## config.mk

```make
export PLATFORM = sky130hd
export DESIGN_NAME = video_timing_gen
export DESIGN_NICKNAME = d
export VERILOG_FILES = /design/src/rtl/video_pkg.sv /design/src/rtl/clk_en_div.sv /design/src/rtl/video_timing_gen.sv
export SDC_FILE = /design/constraint.sdc
export NUM_CORES = 1
export LEC_CHECK = 0
export ABC_AREA = 0
export CAP_MARGIN = 20
export CELL_PAD_IN_SITES_DETAIL_PLACEMENT = 1
export CELL_PAD_IN_SITES_GLOBAL_PLACEMENT = 1
export CORE_AREA = 2 2 78 80
export CTS_CLUSTER_SIZE = 28
export DETAILED_ROUTE_END_ITERATION = 10
export DIE_AREA = 0 0 80 82
export PLACE_DENSITY_LB_ADDON = 0.3
export SLEW_MARGIN = 20
export SYNTH_ARGS = -nofsm -noshare
export SYNTH_HDL_FRONTEND = slang
export SYNTH_SLANG_ARGS = --single-unit
```

## constraint.sdc

```tcl
create_clock -name clk -period 2.2 [get_ports clk]
set_clock_uncertainty 0.1 [all_clocks]
set_input_delay 0.44 -clock clk [delete_from_list [all_inputs] [get_ports clk]]
set_output_delay 0.44 -clock clk [all_outputs]
set_load 0.02 [all_outputs]
```

## src/rtl/video_pkg.sv

```systemverilog
// rtl/video_pkg.sv - raster timing descriptors shared by the video pipeline
package video_pkg;

   typedef struct packed {
      int   h_active;
      int   h_fp;
      int   h_sync;
      int   h_bp;
      int   v_active;
      int   v_fp;
      int   v_sync;
      int   v_bp;
      logic hs_pol;
      logic vs_pol;
   } timing_t;

   localparam timing_t TIMING_640X480_60 = '{
      h_active: 640, h_fp: 16, h_sync: 96, h_bp: 48,
      v_active: 480, v_fp: 10, v_sync: 2,  v_bp: 33,
      hs_pol: 1'b0, vs_pol: 1'b0
   };

   function automatic int h_total(timing_t t);
      return t.h_active + t.h_fp + t.h_sync + t.h_bp;
   endfunction

   function automatic int v_total(timing_t t);
      return t.v_active + t.v_fp + t.v_sync + t.v_bp;
   endfunction

endpackage

```

## src/rtl/clk_en_div.sv

```systemverilog
// rtl/clk_en_div.sv - divides clk into a single-cycle rate tick every DIV clocks
module clk_en_div #(
   parameter int DIV = 4
) (
   input  logic clk,
   input  logic reset_n,
   input  logic en,
   output logic tick
);

   localparam int CW = (DIV > 1) ? $clog2(DIV) : 1;
   localparam logic [CW-1:0] LAST = CW'(DIV - 1);

   logic [CW-1:0] cnt;

   // tick is a decode of registered state so a consumer can act on the same edge
   assign tick = en && (cnt == LAST);

   always_ff @(posedge clk or negedge reset_n) begin
      if (!reset_n) begin
         cnt <= '0;
      end else if (!en || cnt == LAST) begin
         cnt <= '0;
      end else begin
         cnt <= cnt + 1'b1;
      end
   end

endmodule

```

## src/rtl/video_timing_gen.sv

```systemverilog
// rtl/video_timing_gen.sv - raster timing generator: pixel enable, syncs, display enable, coordinates
module video_timing_gen
   import video_pkg::*;
#(
   parameter int CE_DIV   = 4,
   parameter int H_ACTIVE = TIMING_640X480_60.h_active,
   parameter int H_FP     = TIMING_640X480_60.h_fp,
   parameter int H_SYNC   = TIMING_640X480_60.h_sync,
   parameter int H_BP     = TIMING_640X480_60.h_bp,
   parameter int V_ACTIVE = TIMING_640X480_60.v_active,
   parameter int V_FP     = TIMING_640X480_60.v_fp,
   parameter int V_SYNC   = TIMING_640X480_60.v_sync,
   parameter int V_BP     = TIMING_640X480_60.v_bp,
   parameter bit HS_POL   = TIMING_640X480_60.hs_pol,
   parameter bit VS_POL   = TIMING_640X480_60.vs_pol,
   parameter int X_W      = 10,
   parameter int Y_W      = 10
) (
   input  logic           clk,
   input  logic           reset_n,
   input  logic           en,
   output logic           ce_pix,
   output logic           hsync,
   output logic           vsync,
   output logic           de,
   output logic [X_W-1:0] x,
   output logic [Y_W-1:0] y,
   output logic           frame_start,
   output logic           frame_odd
);

   localparam timing_t T = '{
      h_active: H_ACTIVE, h_fp: H_FP, h_sync: H_SYNC, h_bp: H_BP,
      v_active: V_ACTIVE, v_fp: V_FP, v_sync: V_SYNC, v_bp: V_BP,
      hs_pol: HS_POL, vs_pol: VS_POL
   };
   localparam int H_TOTAL = h_total(T);
   localparam int V_TOTAL = v_total(T);
   localparam int HS_BEG  = H_ACTIVE + H_FP;
   localparam int HS_END  = HS_BEG + H_SYNC;
   localparam int VS_BEG  = V_ACTIVE + V_FP;
   localparam int VS_END  = VS_BEG + V_SYNC;

   generate
      if (CE_DIV < 1 || H_TOTAL - 1 >= (1 << X_W) || V_TOTAL - 1 >= (1 << Y_W)) begin : g_bad_param
         $error("video_timing_gen: CE_DIV < 1 or X_W/Y_W too narrow for the raster totals");
      end
   endgenerate

   logic           tick;
   logic [X_W-1:0] h;
   logic [Y_W-1:0] v;
   logic           h_last, v_last, origin, in_de, in_hs, in_vs;

   clk_en_div #(.DIV(CE_DIV)) u_div (
      .clk     (clk),
      .reset_n (reset_n),
      .en      (en),
      .tick    (tick)
   );

   // comparisons run at 32 bits so a sync end equal to the total cannot wrap
   assign h_last = (int'(h) == H_TOTAL - 1);
   assign v_last = (int'(v) == V_TOTAL - 1);
   assign origin = (h == '0) && (v == '0);
   assign in_de  = (int'(h) < H_ACTIVE) && (int'(v) < V_ACTIVE);
   assign in_hs  = (int'(h) >= HS_BEG) && (int'(h) < HS_END);
   assign in_vs  = (int'(v) >= VS_BEG) && (int'(v) < VS_END);

   always_ff @(posedge clk or negedge reset_n) begin
      if (!reset_n) begin
         h           <= '0;
         v           <= '0;
         ce_pix      <= 1'b0;
         hsync       <= ~HS_POL;
         vsync       <= ~VS_POL;
         de          <= 1'b0;
         x           <= '0;
         y           <= '0;
         frame_start <= 1'b0;
         frame_odd   <= 1'b0;
      end else if (!en) begin
         h           <= '0;
         v           <= '0;
         ce_pix      <= 1'b0;
         hsync       <= ~HS_POL;
         vsync       <= ~VS_POL;
         de          <= 1'b0;
         x           <= '0;
         y           <= '0;
         frame_start <= 1'b0;
      end else begin
         ce_pix      <= tick;
         frame_start <= 1'b0;
         if (tick) begin
            x           <= h;
            y           <= v;
            de          <= in_de;
            hsync       <= in_hs ? HS_POL : ~HS_POL;
            vsync       <= in_vs ? VS_POL : ~VS_POL;
            frame_start <= origin;
            if (origin) frame_odd <= ~frame_odd;
            if (h_last) begin
               h <= '0;
               v <= v_last ? '0 : v + 1'b1;
            end else begin
               h <= h + 1'b1;
            end
         end
      end
   end

endmodule

```

After elaboration in Yosys (flattened, before gate mapping)
Index checks and enable logic that the tools add are counted.
Widths: inputs -> output; s select.

word-level totals
  bits of input ports = 3
  bits in registers = 48

cells by class
  reductions and logical operators = 11
  $add $sub $neg = 3
  muxes and demuxes = 23
  bitwise gates (word level) = 1
  eq/ne operators = 5
  order comparisons = 6

operators by type and width
  kind                   number
  $mux 10                11
  $add 10x1->10 const B  2
  $logic_not 10->1       2
  $lt 10x10->1 const B   2
  $lt 10x9->1 const B    2
  $mux 1                 11
  $eq 10x10->1 const B   1
  $eq 10x9->1 const B    1
  $ge 10x10->1 const B   1
  $ge 10x9->1 const B    1
  $logic_and 1x1->1      5
  $ne 2x1->1 const B     2
  $reduce_and 3->1       1
  $add 2x1->2 const B    1
  $eq 2x2->1 const B     1
  $mux 2                 1
  $reduce_and 2->1       1
  $logic_not 1->1        1
  $logic_or 1x1->1       1
  $not 1->1              1

Depth between registers and ports, before layout
Gate-level depths: netlist of run 1.

  depth after elaboration = 5
  gate-level depth with buffers = 7
  depth with buffers taken out = 6

By module
From an unflattened synthesis of run 1, not the netlist that was laid out.

unflattened totals
  cells, all modules = 228
  area, all modules = 2,323.5 um^2

by module, submodules not included
  module            cells each  area each (um^2)  sequential area each (um^2)  times used
  video_timing_gen  222         2,232.1           1,153.6                      1
  clk_en_div        6           91.3              50.0                         1

Worst setup path before layout of run 1
No wires, ideal clock.

  path type = register to register
  from = reg u_div.cnt[0]
  to = reg v[5]
  clock period less this slack = 1,623 ps
  stages on the path, launching flop included = 7
  data required time = 1,979 ps
  arrival = 1,402 ps
  path slack = 577 ps
  path through = dfrtp_1 -> ha_1 -> buf_6 -> and4b_1 -> and4_4 -> and2_2 -> a22o_1

on the way
  word-level cells in the longest chain between the ends = 4

RTL lines
  what                        line                     text
  from (decl)                 clk_en_div.sv:14         logic [CW-1:0] cnt;
  from (signal assigned)      clk_en_div.sv:25         cnt <= cnt + 1'b1;
  $eq 2x2->1                  clk_en_div.sv:17         assign tick = en && (cnt == LAST);
  $logic_and 1x1->1           clk_en_div.sv:17
  $ne 2x1->1 (no line)        n/a
  $reduce_and 2->1 (no line)  n/a
  to (signal assigned)        video_timing_gen.sv:105  v <= v_last ? '0 : v + 1'b1;
  to (decl)                   video_timing_gen.sv:52   logic [Y_W-1:0] v;

Every way passes these cells.
A chain may end at the register's enable or synchronous reset.

Final worst setup path of run 1
  from = reg v[8]
  to = reg v[5]

on the way
  word-level cells in the longest chain between the ends = 5

RTL lines
  what          line                     text
  $eq 10x10->1  video_timing_gen.sv:64   assign v_last = (int'(v) == V_TOTAL - 1);
  $mux 10       video_timing_gen.sv:105
  $mux 10       video_timing_gen.sv:103  if (h_last) begin
  $mux 10       video_timing_gen.sv:95   if (tick) begin
  $mux 10       video_timing_gen.sv:82   end else if (!en) begin

Every way passes these cells. The select of a mux whose other input is x is not followed.

==> run summary, run 1 <==
Gates resized during post-CTS repair numbered 0. For the number of hold-slack violations in the final timing report, the log shows 0. Number of clock sinks: 48. The setup path with the least slack is of type register to register.

The count of cells in the finished layout, fillers not included, comes to 334. The number of global-route vias before repair came out at 1976. Post-DP HPWL: 4203 µm.

The floorplan step set the die height to 82 µm. Setup violations remaining at the end of the flow were counted as 0. Along the worst path, the maximum fanout reaches 9. The detailed-route vias per instance works out to 5.539. Counting flops with a built-in enable in the synthesized netlist gives 0.

For the number of antenna violations at the first check in global routing, the log shows 0. The core region is 5746 µm². Relative to the synthesized area, the layout overhead comes to 19.03%.

No sink is reached through more buffers than the 2 on the longest clock path. By count the netlist is led by sky130_fd_sc_hd__dfrtp_1, sky130_fd_sc_hd__nor2_1, sky130_fd_sc_hd__mux2i_1, sky130_fd_sc_hd__a31oi_1, sky130_fd_sc_hd__nand3_1. Data on the critical path is required at its endpoint by 2.30 ns.

Setup total negative slack on the finished layout was measured at 0 ns. The worst hold path belongs to the class register to register. The maximum level of the CTS H-tree came out at 2. CTS placed an instance of sky130_fd_sc_hd__clkbuf_8 at the clock tree root. In this run the power density over the cells is 558.2 nW/µm². The number of slew-limit violations in the final report is 0, and the async set-reset flop share out of synthesis is 1.000. The tools report the maximum number of pins on one net before global-route repair as 27.

The logs give 10160 µm for the global-route wire length before repair and 117 for the number of DRC markers after the initial detailed-route iteration. The most common cell in the synthesized netlist was sky130_fd_sc_hd__dfrtp_1. The largest total area in the synthesized netlist belongs to sky130_fd_sc_hd__dfrtp_1.

29 I/O pins were placed. For the overall fraction of global-route tracks in use, the log shows 0.2049. The final worst-path cycle share works out to 0.9453. The worst setup path is launched from a register.

The kind of capture point of the worst setup path is a register. The post-layout worst setup margin was 0.1203 ns; the synthesized instance count was 225. Based on the critical path, the design can be clocked at up to 0.4808 GHz. Adder and majority cell fraction of the synthesized area: 0.02622.

The post-synthesis share of cell area spent on xor and xnor gates was 0.02937. Portion of synthesized cell area occupied by the leading cell type: 0.4824. The area fraction in compound gates after synthesis was 0.09019; the total number of yosys warnings was 0. After synthesis, the cell types taking the most area are sky130_fd_sc_hd__dfrtp_1, sky130_fd_sc_hd__mux2i_1, sky130_fd_sc_hd__nor2_1. The post-synthesis mux area share was 0.08862; the initial cell density of the core was 0.4153. The sum of overflow across all layers after global routing is 0. The mean routed wirelength per cell is 17.92 µm. The antenna diode count came out at 0. The flop and latch count out of synthesis came out at 48. Timing analysis after detailed placement gives a worst setup slack of 0.1454 ns. The number of nets in the synthesized netlist is 233. The main combinational cell family by area after synthesis is simple AND/OR/NAND/NOR gates.

The number of placement rows was 28. The die area came out at 6560 µm². After layout, the design draws a total of 0.001585 W. The sequential-to-total area share from yosys stat was 0.5045. The floorplan die width is 80 µm. After synthesis, the netlist uses 45 different library cells.

The simple-gate area share of the yosys netlist was 0.2077. TritonCTS built the clock tree. For the worst-skew pair, the clock arrives at the later sink with an insertion delay of 0.31 ns. The run gives 6 as the detailed-routing iteration count for the pre-antenna-repair pass. Across the VDD grid, the largest voltage drop is 0.2431 mV. The layout has 668 filler cells. For the area of the mapped netlist, the log shows 2386 µm².

After detailed routing, the number of remaining DRC violations is 0. The mean cell area of the mapped netlist works out to 10.60 µm². The tools report the placed instance count as 325. Counting the buffers created by CTS gives 5. The relative slew slack came out at 0.6610.

At the end of the flow, the number of nets in the layout was 266. Among all flip-flop cells after synthesis, the most frequent one is sky130_fd_sc_hd__dfrtp_1. The worst path in the final design needs a cycle of 2.080 ns, including I/O delays and setup.

Setup repair after global routing left no endpoint under its margin. The register clock-pin slew on the reported worst setup and hold paths was 0.09 ns. The flow ran to the end, and the final reports show no timing, DRC or antenna violations. Share of final-layout standard cells stronger than drive strength 1: 0.1236.

Buffers placed on the I/O ports in this run total 28. The routed layout has 1850 vias. After detailed routing, the total wire length is 5985 µm. The congestion estimate from routability-driven global placement came to 0.8551. The detail route stage leaves a number of antenna-violating nets equal to 0. For the pin with the worst max-slew slack, the measured transition is 0.5086 ns.

The data arrival time of the critical path was 2.18 ns; the standby leakage power was 1.231 nW. The run gives 0 as the number of maximum-capacitance constraint violations.
[metrics by stage]
stage | hold slack, ns | util | area (µm²)
after floorplan | 0.04441 | - | 2386
after global placement | 0.1765 | 0.4784 | 2749
after detailed placement | 0.1763 | 0.4784 | 2749
after CTS | 0.3470 | 0.4943 | 2840
after global routing | 0.3735 | 0.4943 | 2840
final | 0.3446 | 0.4943 | 2840
[cells by family after synthesis]
| family | count (synthesis) |
|---|---|
| adder cells (fa/ha/maj) | 5 |
| flip-flops | 48 |
| buffers and inverters | 21 |
| AO/OA/AOI/OAI | 31 |
| AND/OR/NAND/NOR | 91 |
| XOR/XNOR | 8 |
| multiplexers | 21 |
[where the power goes]
part / internal [W] / leakage (nW) / switching, W
Clock: 0.000224 / 0.0422 / 0.000301
Combinational: 0.0000610 / 0.529 / 0.0000877
Sequential: 0.000899 / 0.659 / 0.0000119
[cell usage in the layout (no fill, tap or decap), types with 2 or more instances in the layout]
cell	n
sky130_fd_sc_hd__mux2i_1	20
sky130_fd_sc_hd__nor4_1	2
sky130_fd_sc_hd__ha_1	5
sky130_fd_sc_hd__dfrtp_1	46
sky130_fd_sc_hd__nand4b_1	2
sky130_fd_sc_hd__dfstp_2	2
sky130_fd_sc_hd__buf_4	10
sky130_fd_sc_hd__nor2_1	33
sky130_fd_sc_hd__a22o_1	2
sky130_fd_sc_hd__clkdlybuf4s50_1	27
sky130_fd_sc_hd__nand2b_1	2
sky130_fd_sc_hd__o211ai_1	2
sky130_fd_sc_hd__nand4_1	8
sky130_fd_sc_hd__and3_2	2
sky130_fd_sc_hd__nor3_1	3
sky130_fd_sc_hd__clkbuf_1	2
sky130_fd_sc_hd__nand2_1	8
sky130_fd_sc_hd__a31oi_1	11
sky130_fd_sc_hd__inv_1	6
sky130_fd_sc_hd__o21ai_0	8
sky130_fd_sc_hd__nand3_1	11
sky130_fd_sc_hd__a21oi_1	2
sky130_fd_sc_hd__clkbuf_8	5
sky130_fd_sc_hd__and2_2	2
sky130_fd_sc_hd__and3_1	6
sky130_fd_sc_hd__xor2_1	8
sky130_fd_sc_hd__and2_1	3
[critical path, stage by stage, from the launching register on]
cell                      delay (ns)
sky130_fd_sc_hd__dfrtp_1        0.44
sky130_fd_sc_hd__nor4_2         0.51
sky130_fd_sc_hd__nand3_1        0.39
sky130_fd_sc_hd__a31o_1         0.31
sky130_fd_sc_hd__a22o_1         0.22
[flip-flops by register name, summed over array words and instances, names as in the netlist]
register and flops:
h 10, de 1, ce_pix 1, frame_odd 1, x 10, y 10, hsync 1, vsync 1
v 10, u_div.cnt 2, frame_start 1
[routing by layer]
layer  vias to the layer above  share of wire  GRT usage
met3                         6          0.029    0.03297
met2                        37           0.48     0.3292
met4                         0          0.015    0.07119
met1                       941           0.48     0.2826
met5                         -              0          0
li1                        866              -          -
[layout make-up]
cell class | instances | area, µm² | area share
clock buffers | 7 | 76.32 | 0.02687
repair buffers | 40 | 380.4 | 0.1339
clock inverters | 1 | 5.005 | 0.001762
flip-flops and latches | 48 | 1204 | 0.4238
inverters | 7 | 26.28 | 0.009251
multi-input cells | 156 | 1055 | 0.3714
well taps | 75 | 93.84 | 0.03304
[path summary, 6_finish.rpt]
| check | from | end | slack (ns) | depth (start not counted) |
|---|---|---|---|---|
| min | u_div.cnt[0] | u_div.cnt[0] | 0.34 | 1 |
| min in group asynchronous | reset_n | y[0] | 0.39 | 2 |
| max | v[8] | v[5] | 0.12 | 4 |
| min reg2reg | u_div.cnt[0] | u_div.cnt[0] | 0.34 | 1 |
| max in group asynchronous | reset_n | vsync | 1.10 | 3 |
| max reg2reg | v[8] | v[5] | 0.12 | 4 |
[timing repair]
item	CTS	global route
setup endpoints to repair	0	0
hold buffers	1	0
buffers inserted	0	0
hold endpoints to repair	4	0
No activity file was read; power rests on OpenSTA's default activity.
==> run 2, diff against run 1 <==
Settings changed: HOLD_SLACK_MARGIN from default to 0.02.
==> results of run 2 <==
The final DEF is identical to that of run 1; final timing and power are the same.
